**config.mk**
```make
export PLATFORM = sky130hd
export DESIGN_NAME = cpu_sram_arbiter
export DESIGN_NICKNAME = d
export VERILOG_FILES = /design/src/rtl/cpu_sram_arbiter.sv
export SDC_FILE = /design/constraint.sdc
export NUM_CORES = 1
export LEC_CHECK = 0
export BUFFER_PORTS_ARGS = -buffer_cell sky130_fd_sc_hd__buf_2
export CAP_MARGIN = 20
export CORE_AREA = 4 4 97 99
export CTS_CLUSTER_DIAMETER = 40
export CTS_CLUSTER_SIZE = 40
export DETAILED_ROUTE_END_ITERATION = 12
export DIE_AREA = 0 0 101 103
export GPL_ROUTABILITY_DRIVEN = 1
export HOLD_SLACK_MARGIN = 0.02
export SYNTH_ARGS = -nofsm -noshare
export SYNTH_HDL_FRONTEND = slang
export SYNTH_SLANG_ARGS = --single-unit
```
**constraint.sdc**
```tcl
create_clock -name clk -period 1.99 [get_ports clk]
set_input_delay 0.398 -clock clk [delete_from_list [all_inputs] [get_ports clk]]
set_output_delay 0.398 -clock clk [all_outputs]
set_load 0.01 [all_outputs]
```
**src/rtl/cpu_sram_arbiter.sv**
```systemverilog
// cpu_sram_arbiter
//   Serialises the CPU instruction-fetch and data-access channels onto one
//   synchronous single-port SRAM with 1-cycle read latency. The data channel
//   has priority. A starvation counter forces a pending fetch to win after
//   STARVE_LIMIT consecutive lost cycles. One access can issue per cycle, and
//   the response for cycle N overlaps with the issue in cycle N+1.
//
// Ports
//   clk, resetn                      clock, synchronous active-low reset
//   inst_req/addr                    fetch request (word-aligned byte address)
//   inst_addr_ok/data_ok/rdata       fetch accept, response valid, fetched word
//   data_req/wr/size/addr/wdata      data request (store data lane-positioned)
//   data_addr_ok/data_ok/rdata       data accept, response valid, loaded word
//   sram_en/wen/addr/wdata           SRAM command (word address)
//   sram_rdata                       SRAM read data, valid the cycle after sram_en
module cpu_sram_arbiter #(
    parameter int unsigned ADDR_W       = 16,
    parameter int unsigned STARVE_LIMIT = 4
) (
    input  logic              clk,
    input  logic              resetn,
    input  logic              inst_req,
    input  logic [31:0]       inst_addr,
    output logic              inst_addr_ok,
    output logic              inst_data_ok,
    output logic [31:0]       inst_rdata,
    input  logic              data_req,
    input  logic              data_wr,
    input  logic [1:0]        data_size,
    input  logic [31:0]       data_addr,
    input  logic [31:0]       data_wdata,
    output logic              data_addr_ok,
    output logic              data_data_ok,
    output logic [31:0]       data_rdata,
    output logic              sram_en,
    output logic [3:0]        sram_wen,
    output logic [ADDR_W-1:0] sram_addr,
    output logic [31:0]       sram_wdata,
    input  logic [31:0]       sram_rdata
);

    typedef enum logic [1:0] {
        RESP_NONE = 2'd0,
        RESP_INST = 2'd1,
        RESP_DATA = 2'd2
    } resp_t;

    localparam logic [3:0] LIMIT = 4'(STARVE_LIMIT);

    resp_t      resp_sel, resp_sel_nxt;
    logic [3:0] starve_cnt, starve_cnt_nxt;
    logic       force_inst, grant_data, grant_inst;
    logic [3:0] store_wen;

    // Address bits outside the SRAM word range are intentionally ignored.
    logic unused_addr_bits;
    assign unused_addr_bits = &{1'b0, inst_addr[31:ADDR_W+2], inst_addr[1:0],
                                data_addr[31:ADDR_W+2]};

    // Byte enables for a store; misaligned or reserved sizes write nothing.
    always_comb begin
        store_wen = '0;
        unique case (data_size)
            2'd0: store_wen = 4'b0001 << data_addr[1:0];
            2'd1: begin
                if (!data_addr[0]) begin
                    store_wen = data_addr[1] ? 4'b1100 : 4'b0011;
                end
            end
            2'd2: begin
                if (data_addr[1:0] == 2'b00) begin
                    store_wen = 4'b1111;
                end
            end
            default: store_wen = '0;
        endcase
    end

    // Arbitration, issue, response routing and starvation tracking. Grants and
    // responses are masked while resetn is low so a response that was pending
    // when reset arrived never surfaces.
    always_comb begin
        force_inst     = resetn & inst_req & (starve_cnt == LIMIT);
        grant_data     = resetn & data_req & ~force_inst;
        grant_inst     = resetn & inst_req & ~grant_data;

        inst_addr_ok   = grant_inst;
        data_addr_ok   = grant_data;

        sram_en        = grant_data | grant_inst;
        sram_wen       = (grant_data & data_wr) ? store_wen : 4'b0000;
        sram_wdata     = data_wdata;
        sram_addr      = '0;
        if (grant_data) begin
            sram_addr = data_addr[ADDR_W+1:2];
        end else if (grant_inst) begin
            sram_addr = inst_addr[ADDR_W+1:2];
        end

        inst_data_ok   = resetn & (resp_sel == RESP_INST);
        data_data_ok   = resetn & (resp_sel == RESP_DATA);
        inst_rdata     = inst_data_ok ? sram_rdata : 32'h0;
        data_rdata     = data_data_ok ? sram_rdata : 32'h0;

        resp_sel_nxt   = RESP_NONE;
        if (grant_data) begin
            resp_sel_nxt = RESP_DATA;
        end else if (grant_inst) begin
            resp_sel_nxt = RESP_INST;
        end

        starve_cnt_nxt = starve_cnt;
        if (!inst_req || grant_inst) begin
            starve_cnt_nxt = '0;
        end else if (starve_cnt != LIMIT) begin
            starve_cnt_nxt = starve_cnt + 4'd1;
        end
    end

    always_ff @(posedge clk) begin
        if (!resetn) begin
            resp_sel   <= RESP_NONE;
            starve_cnt <= '0;
        end else begin
            resp_sel   <= resp_sel_nxt;
            starve_cnt <= starve_cnt_nxt;
        end
    end

endmodule

```
==> results of run 1 <==
per-layer routing:
metal	wire length [µm]	track usage (%)	share of wire, %	up-vias
met1	1420	7.30	30	697
li1	-	-	-	782
met2	2510	16.6	53	122
met3	599	1.56	13	17
met5	0	0	0	-
met4	187	3.99	4.0	0
cells in the final DEF, fill, tap and decap left out:
master	instances
nor2_2	1
inv_2	2
nand2b_1	2
and3b_1	1
dfxtp_1	4
buf_6	10
xnor2_1	2
nand4_1	1
o21ai_0	3
a21oi_4	2
ha_1	1
nor2_1	5
buf_4	5
a22o_1	14
nand3b_2	1
xor2_1	2
buf_12	3
nand2_1	3
o32ai_1	1
dfxtp_2	2
and3_4	2
a211oi_1	1
and4b_1	1
ha_4	1
nand3_1	1
clkbuf_8	3
a22o_4	2
buf_2	155
and2_1	64
and3b_2	1
a21oi_1	2
and4bb_2	1
o21a_1	1
registers in the layout (all words and copies together) (netlist names):
name and count:
resp_sel 2, starve_cnt 4
path summary, 6_finish.rpt:
| check | startpoint | end | slack [ns] | depth (start not counted) |
|---|---|---|---|---|
| max | starve_cnt[0] | sram_addr[10] | -0.11 | 8 |
| min | inst_req | resp_sel[1] | 0.44 | 2 |
| min reg2reg | starve_cnt[0] | starve_cnt[0] | 0.52 | 2 |
| max reg2reg | starve_cnt[0] | starve_cnt[1] | 0.86 | 6 |
power by group through the flow:
| stage | clock, mW | combinational, mW | sequential, mW |
|---|---|---|---|
| floorplan | 0 | 0.175 | 0.127 |
| global placement | 0 | 0.253 | 0.127 |
| detailed placement | 0 | 0.258 | 0.127 |
| CTS | 0.189 | 0.303 | 0.126 |
| global route | 0.200 | 0.307 | 0.126 |
| finish | 0.183 | 0.277 | 0.126 |
timing repair:
| item | CTS | global route |
|---|---|---|
| setup buffers | 8 | 0 |
| gates cloned | 3 | 0 |
| pin swaps | 3 | 20 |
| setup endpoints to repair | 20 | 21 |
| gates resized for setup | 16 | 8 |
final cells by class:
class	count	share of cell area, %
repair buffers	173	46.1
multi-input cells	116	39.6
well taps	108	6.32
flip-flops and latches	6	5.73
clock buffers	3	1.93
inverters	2	0.351
cells by family (layout without fill, tap and decap cells):
kind of cell	Yosys count	count (layout)	share of synthesized area [%]
AOI/OAI and AO/OA	26	26	18.7
xor gates and xnor gates	4	4	2.83
adders and majority gates	2	2	2.02
buffers and inverters	43	178	24.7
DFF	6	6	9.69
and+or+nand+nor	84	84	42.1
through the flow:
step | utilization (%) | hold slack, ns | std cells | setup TNS (ns) | total power, mW
6_report | 25.0 | 0.441 | 408 | -1.27 | 0.585
2_1_floorplan | - | 0.430 | 165 | 0 | 0.302
3_3_place_gp | 23.0 | 0.504 | 399 | 0 | 0.380
4_1_cts | 25.9 | 0.440 | 413 | -2.83 | 0.618
3_5_place_dp | 23.0 | 0.525 | 399 | 0 | 0.386
5_1_grt | 25.0 | 0.449 | 408 | -2.71 | 0.632
==> impl_metrics.py, run 1 <==
metrics = {
    "synth": {
        "ys_seq_area_share_pct": 9.69,
        "netlist_area_um2": 1240,
        "ys_top_cells_by_count": "and2_1, buf_4, a22o_1, dfxtp_1, nor2_1",
        "yosysMostFrequentCell": "and2_1",
        "synth_cells": 165,
        "synth_area_leaders": "and2_1, buf_4, a22o_1",
        "avgSynthCellArea_um2": 7.51,
        "async_flop_share_pct": 0,
        "ys.flop_type": "dfxtp_1",
        "yosys.area.top_type": "and2_1",
        "synth-seq-cells": 6,
        "synth_cell_types": 29,
        "synthDominantCellAreaShare_pct": 32.3,
        "ys_warn_count": 0,
        "synth_edf_count": 0,
        "syn-num-nets": 302,
    },
    "critical_path": {
        "end_kind": "primary output",
        "arrival_ns": 1.70,
        "start_kind": "flop",
        "crit_top_cell": "buf_6",
        "cpPeakStageDelay_ns": 0.33,
        "crit_slowest_cell": "dfxtp_2",
        "required_ns": 1.59,
        "worstSetupPathType": "flop to primary output",
        "critical_path.max_fanout": 5,
        "critical_path.cell_chain": "inv_2, ha_4, and3b_2, a21oi_4, buf_6, buf_6, a22o_1, buf_2",
        "worstPathBufferInverterCount": 4,
        "crit_family": "buffers and inverters",
    },
    "sta": {
        "finalCritPeriodShare_pct": 105,
        "maxSlewHeadroom_pct": 83.8,
        "fin_skew_ns": 0.00293,
        "finalSetupViolCount": 20,
        "worst_slack_ns": -0.106,
        "tightest_slew_ns": 0.242,
        "report.final.hold_viol_count": 0,
        "fmax_mhz": 477,
        "finalMaxSlewViolations": 0,
        "fin_crit_ns": 2.10,
        "rsz0062_at_grt": "yes",
    },
    "layout": {
        "fill_cells": 951,
        "layout.nets": 439,
        "layout-drive-gt1-share_pct": 63.7,
        "synthToLayoutAreaGrowth_pct": 72.6,
        "register_area_um2": 123,
        "fin_area_um2": 2140,
        "diodes": 0,
        "multi_input_area_um2": 847,
    },
    "floorplan": {
        "coreArea_um2": 8550,
        "die_h_um": 103,
        "core.rowCount": 34,
        "start_util_pct": 14.5,
        "io_pins": 256,
        "dieArea_um2": 10400,
        "die_w_um": 101,
    },
    "clock_tree": {
        "clk_pin_slew_ns": 0.04,
        "cts_tree": "yes",
        "insertion_delay_ns": 0.22,
        "cts_root_buf": "clkbuf_8",
        "clockBufferDepth": 2,
        "htreeDepth": 1,
        "ctsHoldBuffers": 0,
        "clock_sinks": 6,
        "numCtsBuffers": 3,
    },
    "drt": {
        "route.detailed.drc": 0,
        "ant_nets": 0,
        "wl_per_cell_um": 11.6,
        "vias_per_cell": 3.97,
        "firstDrtPassIters": 3,
        "drt_iter0_markers": 30,
        "wl_um": 4710,
        "vias": 1618,
    },
    "hold_path": {
        "hold_class": "input pin to flop",
    },
    "power": {
        "switching_share_pct": 30.8,
        "p_int_mw": 0.405,
        "p_leak_nw": 1.27,
        "seqPwrFrac_pct": 21.5,
        "ir_drop_mv": 0.190,
        "power_density_nw_per_um2": 274,
        "clock_power_share_pct": 31.2,
        "switchingPower_mw": 0.180,
        "comb_power_share_pct": 47.3,
    },
    "run": {
        "drv_cap": 0,
    },
    "place": {
        "gp_congestion": 0.734,
        "post-place-ws_ns": 0.0745,
        "placed_cell_area_um2": 1970,
        "hpwl_um": 3860,
        "io_buffers": 161,
    },
    "global_route": {
        "grt_use_total_pct": 8.02,
        "grt_max_degree": 34,
        "antenna_found_initial": 0,
        "grt_pass1_vias": 1512,
        "grt_pass1_wl_um": 6690,
        "gr-total-overflow": 0,
    },
    "outcome": {
        "outcome": "finished with violations",
        "violations": "setup timing",
    },
}
No activity file was read; power rests on OpenSTA's default activity.
==> run 2, diff against run 1 <==
Settings changed: BUFFER_PORTS_ARGS -buffer_cell sky130_fd_sc_hd__buf_2 to -buffer_cell sky130_fd_sc_hd__buf_4, PLACE_DENSITY from default to 0.53.
==> run 2 against run 1 <==
Effect of this change:
- the run still ends with setup timing left
- die area is the same
- clock skew fell by 0.0022 ns
- maximum frequency is 2.0% higher
- largest power group unchanged
- sequential power is essentially flat
- critical path type unchanged
- register-to-register slack got worse by 0.05 ns
- power increased by 11%
- wire length up 9.9%
- worst setup slack better by 0.041 ns
- largest cell class unchanged
==> impl_metrics.py, run 2 (synthesis results as in run 1) <==
metrics = {
    "drt": {
        "vias_per_cell": 4.01,
        "ant_nets": 0,
        "route.detailed.drc": 0,
        "wl_um": 5180,
        "vias": 1633,
        "drt_iter0_markers": 26,
        "firstDrtPassIters": 4,
        "wl_per_cell_um": 12.7,
    },
    "critical_path": {
        "required_ns": 1.59,
        "critical_path.max_fanout": 5,
        "end_kind": "primary output",
        "arrival_ns": 1.66,
        "worstSetupPathType": "flop to primary output",
        "start_kind": "flop",
    },
    "layout": {
        "final_common_cell": "buf_4",
        "fill_cells": 921,
        "multi_input_area_um2": 847,
        "register_area_um2": 123,
        "largest_register_ffs": 4,
        "layout.nets": 438,
        "layout-drive-gt1-share_pct": 63.5,
        "regMostFlops": "starve_cnt",
        "final_cell_mix": "buf_4, and2_1, buf_6",
        "synthToLayoutAreaGrowth_pct": 104,
        "largestRegisters": "starve_cnt x4, resp_sel x2",
        "diodes": 0,
    },
    "place": {
        "hpwl_um": 4350,
        "gp_congestion": 0.720,
        "io_buffers": 161,
        "post-place-ws_ns": 0.0413,
    },
    "outcome": {
        "outcome": "finished with violations",
        "violations": "setup timing",
    },
    "global_route": {
        "grt_pass1_vias": 1541,
        "gr-total-overflow": 0,
        "antenna_found_initial": 0,
        "grt_max_degree": 34,
        "grt_use_total_pct": 8.64,
        "grt_pass1_wl_um": 7350,
    },
    "power": {
        "power_density_nw_per_um2": 256,
        "p_leak_nw": 1.33,
        "ir_drop_mv": 0.306,
    },
    "floorplan": {
        "io_pins": 256,
        "dieArea_um2": 10400,
        "die_h_um": 103,
        "die_w_um": 101,
        "core.rowCount": 34,
        "coreArea_um2": 8550,
        "start_util_pct": 14.5,
    },
    "sta": {
        "fin_crit_ns": 2.06,
        "finalMaxSlewViolations": 0,
        "rsz0062_at_grt": "yes",
        "fin_skew_ns": 0.000722,
        "finalSetupViolCount": 15,
        "finalCritPeriodShare_pct": 103,
        "report.final.hold_viol_count": 0,
        "worst_slack_ns": -0.0657,
        "tightest_slew_ns": 0.271,
        "maxSlewHeadroom_pct": 81.9,
        "hold_slack_ns": 0.414,
        "fmax_mhz": 486,
    },
    "clock_tree": {
        "numCtsBuffers": 3,
        "clock_sinks": 6,
        "insertion_delay_ns": 0.22,
        "htreeDepth": 1,
        "clk_pin_slew_ns": 0.04,
        "cts_tree": "yes",
        "cts_root_buf": "clkbuf_8",
        "clockBufferDepth": 2,
    },
    "run": {
        "drv_cap": 0,
    },
    "hold_path": {
        "hold_class": "input pin to flop",
    },
}
## run 2: area by class of cell
| cell class | count | area share, % |
|---|---|---|
| repair buffers | 172 | 54.3 |
| multi-input cells | 116 | 33.5 |
| well taps | 108 | 5.35 |
| flip-flops and latches | 6 | 4.85 |
| clock buffers | 3 | 1.63 |
| inverters | 2 | 0.297 |
## run 2: power by group
| part | switching [mW] | internal (mW) |
|---|---|---|
| Sequential | 0.00168 | 0.124 |
| Combinational | 0.130 | 0.212 |
| Clock | 0.0492 | 0.130 |
| Total | 0.181 | 0.466 |
## run 2: routing by layer
| layer | track usage [%] | share of wire (%) | vias up | wire length [µm] |
|---|---|---|---|---|
| met5 | 0 | 0 | - | 0 |
| met3 | 3.99 | 19 | 2 | 960 |
| li1 | - | - | 784 | - |
| met2 | 16.6 | 49 | 146 | 2530 |
| met4 | 0.920 | 0.15 | 0 | 8 |
| met1 | 8.83 | 32 | 701 | 1680 |
## run 2: worst max-delay path: stages, from the launching register on
cell and delay [ns]:
dfxtp_2 0.33, inv_2 0.05, ha_4 0.15, and3b_2 0.23, a21oi_4 0.22, buf_6 0.15, and4b_1 0.20, buf_6 0.11
## run 2: repair_timing
item                                    in CTS  in global routing
pin swaps                                   13                  9
hold buffers                                 0                  0
gates cloned                                 1                  0
resized for setup                           19                  7
endpoints found under the setup margin      21                 21
setup buffers                                4                  0
## run 2: path summary, 6_finish.rpt
check                              startpoint             to  slack [ns]  cells past startpoint
worst max-delay path            starve_cnt[1]    sram_wen[2]       -0.07                      7
worst min-delay path                 data_req    resp_sel[0]        0.41                      2
worst max register to register  starve_cnt[1]  starve_cnt[2]        0.81                      6
worst min register to register  starve_cnt[0]  starve_cnt[0]        0.52                      2
## run 2: through the flow
| stage | utilization [%] | TNS, ns | std cells | cell area, µm² | power (mW) |
|---|---|---|---|---|---|
| after CTS | 29.2 | -0.364 | 407 | 2500 | 0.653 |
| after global placement | 27.6 | 0 | 399 | 2360 | 0.451 |
| final | 29.5 | -0.418 | 407 | 2530 | 0.647 |
| after detailed placement | 27.6 | 0 | 399 | 2360 | 0.454 |
| after floorplan | - | 0 | 165 | 1240 | 0.302 |
| after global routing | 29.5 | -1.65 | 407 | 2530 | 0.695 |
==> run 3, diff against run 2 <==
--- a/config.mk
+++ b/config.mk
@@ -16,4 +16,5 @@
 export HOLD_SLACK_MARGIN = 0.02
 export PLACE_DENSITY = 0.53
+export SLEW_MARGIN = 20
 export SYNTH_ARGS = -nofsm -noshare
 export SYNTH_HDL_FRONTEND = slang
==> constraint.sdc (replaced) <==
create_clock -name clk -period 1.99 [get_ports clk]
set_input_delay 0.2985 -clock clk [delete_from_list [all_inputs] [get_ports clk]]
set_output_delay 0.2985 -clock clk [all_outputs]
set_load 0.01 [all_outputs]
==> run 3 against run 2 <==
Effect of this change:
- the flow still finishes with violations (setup timing)
- hold slack worse by 0.11 ns
- global-route usage decreased by 0.53 points
- critical path depth rose by 1
- power grew 2.5%
- sequential power barely moved
- clock skew rose by 0.00092 ns
- wire length increased by 3.1%
- first-iteration DRC count down 15%
- worst setup slack improved by 0.028 ns
- clock power grew 2%
- largest cell class unchanged
- highest routed layer is now met3
==> impl_metrics.py, run 3 (synthesis results as in run 1) <==
metrics = {
    "outcome": {
        "outcome": "finished with violations",
        "violations": "setup timing",
    },
    "critical_path": {
        "arrival_ns": 1.73,
        "reg2reg_to": "starve_cnt[1]",
        "worstReg2RegStart": "starve_cnt[1]",
        "critical_path.cell_chain": "inv_2, ha_4, and3b_2, a21oi_4, buf_12, clkbuf_16, a22o_1, buf_6",
        "crit_slowest_cell": "dfxtp_2",
        "end_kind": "primary output",
        "startpoint": "starve_cnt[1]",
        "worstSetupPathType": "flop to primary output",
        "r2r_setup_slack_ns": 0.74,
        "ff2ff_path_depth": 7,
        "required_ns": 1.69,
        "critical_path.max_fanout": 5,
        "start_kind": "flop",
        "cpPeakStageDelay_ns": 0.33,
    },
    "global_route": {
        "grt_use_total_pct": 8.11,
        "grt_pass1_wl_um": 6960,
        "antenna_found_initial": 0,
        "grt_pass1_vias": 1528,
        "gr-total-overflow": 0,
        "grt_max_degree": 34,
    },
    "layout": {
        "fill_cells": 901,
        "diodes": 0,
        "layout-drive-gt1-share_pct": 63.3,
        "synthToLayoutAreaGrowth_pct": 106,
        "final_cell_mix": "buf_4, and2_1, a22o_1",
        "final_common_cell": "buf_4",
        "regMostFlops": "starve_cnt",
        "largest_register_ffs": 4,
        "largestRegisters": "starve_cnt x4, resp_sel x2",
        "instances_no_fill": 408,
        "register_area_um2": 123,
        "layout.nets": 439,
        "multi_input_area_um2": 842,
    },
    "clock_tree": {
        "clock_sinks": 6,
        "cts_root_buf": "clkbuf_8",
        "ctsHoldBuffers": 0,
        "cts_tree": "yes",
        "clockBufferDepth": 2,
        "clk_pin_slew_ns": 0.04,
        "numCtsBuffers": 3,
        "insertion_delay_ns": 0.22,
        "htreeDepth": 1,
    },
    "drt": {
        "drt_iter0_markers": 22,
        "vias": 1649,
        "route.detailed.drc": 0,
        "wl_per_cell_um": 13.1,
        "wl_um": 5340,
        "vias_per_cell": 4.04,
        "firstDrtPassIters": 2,
        "ant_nets": 0,
    },
    "sta": {
        "hold_slack_ns": 0.306,
        "fin_crit_ns": 2.03,
        "fmax_mhz": 493,
        "worst_slack_ns": -0.0381,
        "report.final.hold_viol_count": 0,
        "finalMaxSlewViolations": 0,
        "tightest_slew_ns": 0.266,
        "maxSlewHeadroom_pct": 82.3,
        "fin_skew_ns": 0.00165,
        "rsz0062_at_grt": "yes",
        "finalCritPeriodShare_pct": 102,
        "finalSetupViolCount": 2,
    },
    "hold_path": {
        "worstHoldPathCells": 2,
        "min_to": "resp_sel[1]",
        "hp-start": "inst_req",
        "hold_class": "input pin to flop",
    },
    "power": {
        "power_density_nw_per_um2": 259,
        "switching_share_pct": 28.1,
        "power_mw": 0.663,
        "seqPwrFrac_pct": 19.0,
        "switchingPower_mw": 0.186,
        "p_int_mw": 0.477,
        "clock_power_share_pct": 27.6,
        "p_leak_nw": 1.35,
        "comb_power_share_pct": 53.5,
        "ir_drop_mv": 0.514,
    },
    "floorplan": {
        "die_h_um": 103,
        "die_w_um": 101,
        "dieArea_um2": 10400,
        "io_pins": 256,
        "core.rowCount": 34,
        "start_util_pct": 14.5,
        "coreArea_um2": 8550,
    },
    "run": {
        "drv_cap": 0,
    },
    "place": {
        "post-place-ws_ns": 0.119,
        "io_buffers": 161,
        "hpwl_um": 4370,
        "gp_congestion": 0.714,
        "dp_cells": 397,
    },
}
run 3: repair_timing:
item | 4_1_cts | 5_1_grt
gates cloned | 1 | 1
pin swaps | 2 | 10
endpoints found under the setup margin | 19 | 13
gates resized for setup | 6 | 14
setup buffers | 4 | 2
run 3: routing by layer:
| layer | wire, µm | vias to the layer above | part of all wire [%] | track usage [%] |
|---|---|---|---|---|
| li1 | - | 783 | - | - |
| met1 | 1710 | 721 | 32 | 8.11 |
| met2 | 2670 | 145 | 50 | 16.1 |
| met3 | 971 | 0 | 18 | 3.99 |
| met4 | 0 | 0 | 0 | 0 |
| met5 | 0 | - | 0 | 0 |
run 3: power by group through the flow:
stage / sequential [mW] / clock, mW / combinational (mW)
2_1_floorplan: 0.127 / 0 / 0.175
3_3_place_gp: 0.127 / 0 / 0.323
3_5_place_dp: 0.128 / 0 / 0.325
4_1_cts: 0.126 / 0.185 / 0.342
5_1_grt: 0.126 / 0.196 / 0.383
6_report: 0.126 / 0.183 / 0.354
run 3: stage by stage:
stage / area, µm² / util (%) / TNS (ns)
CTS: 2470 / 28.9 / 0
global placement: 2340 / 27.4 / 0
detailed placement: 2340 / 27.4 / 0
finish: 2560 / 29.9 / -0.0598
global route: 2560 / 29.9 / -0.714
floorplan: 1240 / - / 0
run 3: how the worst max path moves through the flow:
stage / slack (ns) / endpoint
after floorplan: 0.31 / sram_wen[2]
after global placement: 0.12 / sram_wen[2]
after detailed placement: 0.12 / sram_wen[2]
after CTS: 0.003 / sram_addr[8]
after global routing: -0.11 / sram_addr[7]
final: -0.04 / sram_addr[7]
run 3: area by class of cell:
cell class / count / area share (%)
inverters: 2 / 0.293
well taps: 108 / 5.28
clock buffers: 3 / 1.61
flip-flops and latches: 6 / 4.79
repair buffers: 173 / 55.1
multi-input cells: 116 / 32.9
run 3: critical path, delay by kind of cell (launching register included):
kind	cells	cell delay [ns]
buffers and inverters	4	0.44
AND/OR/NAND/NOR	1	0.22
adder cells (fa/ha/maj)	1	0.15
flip-flops	1	0.33
AO/OA/AOI/OAI	2	0.37
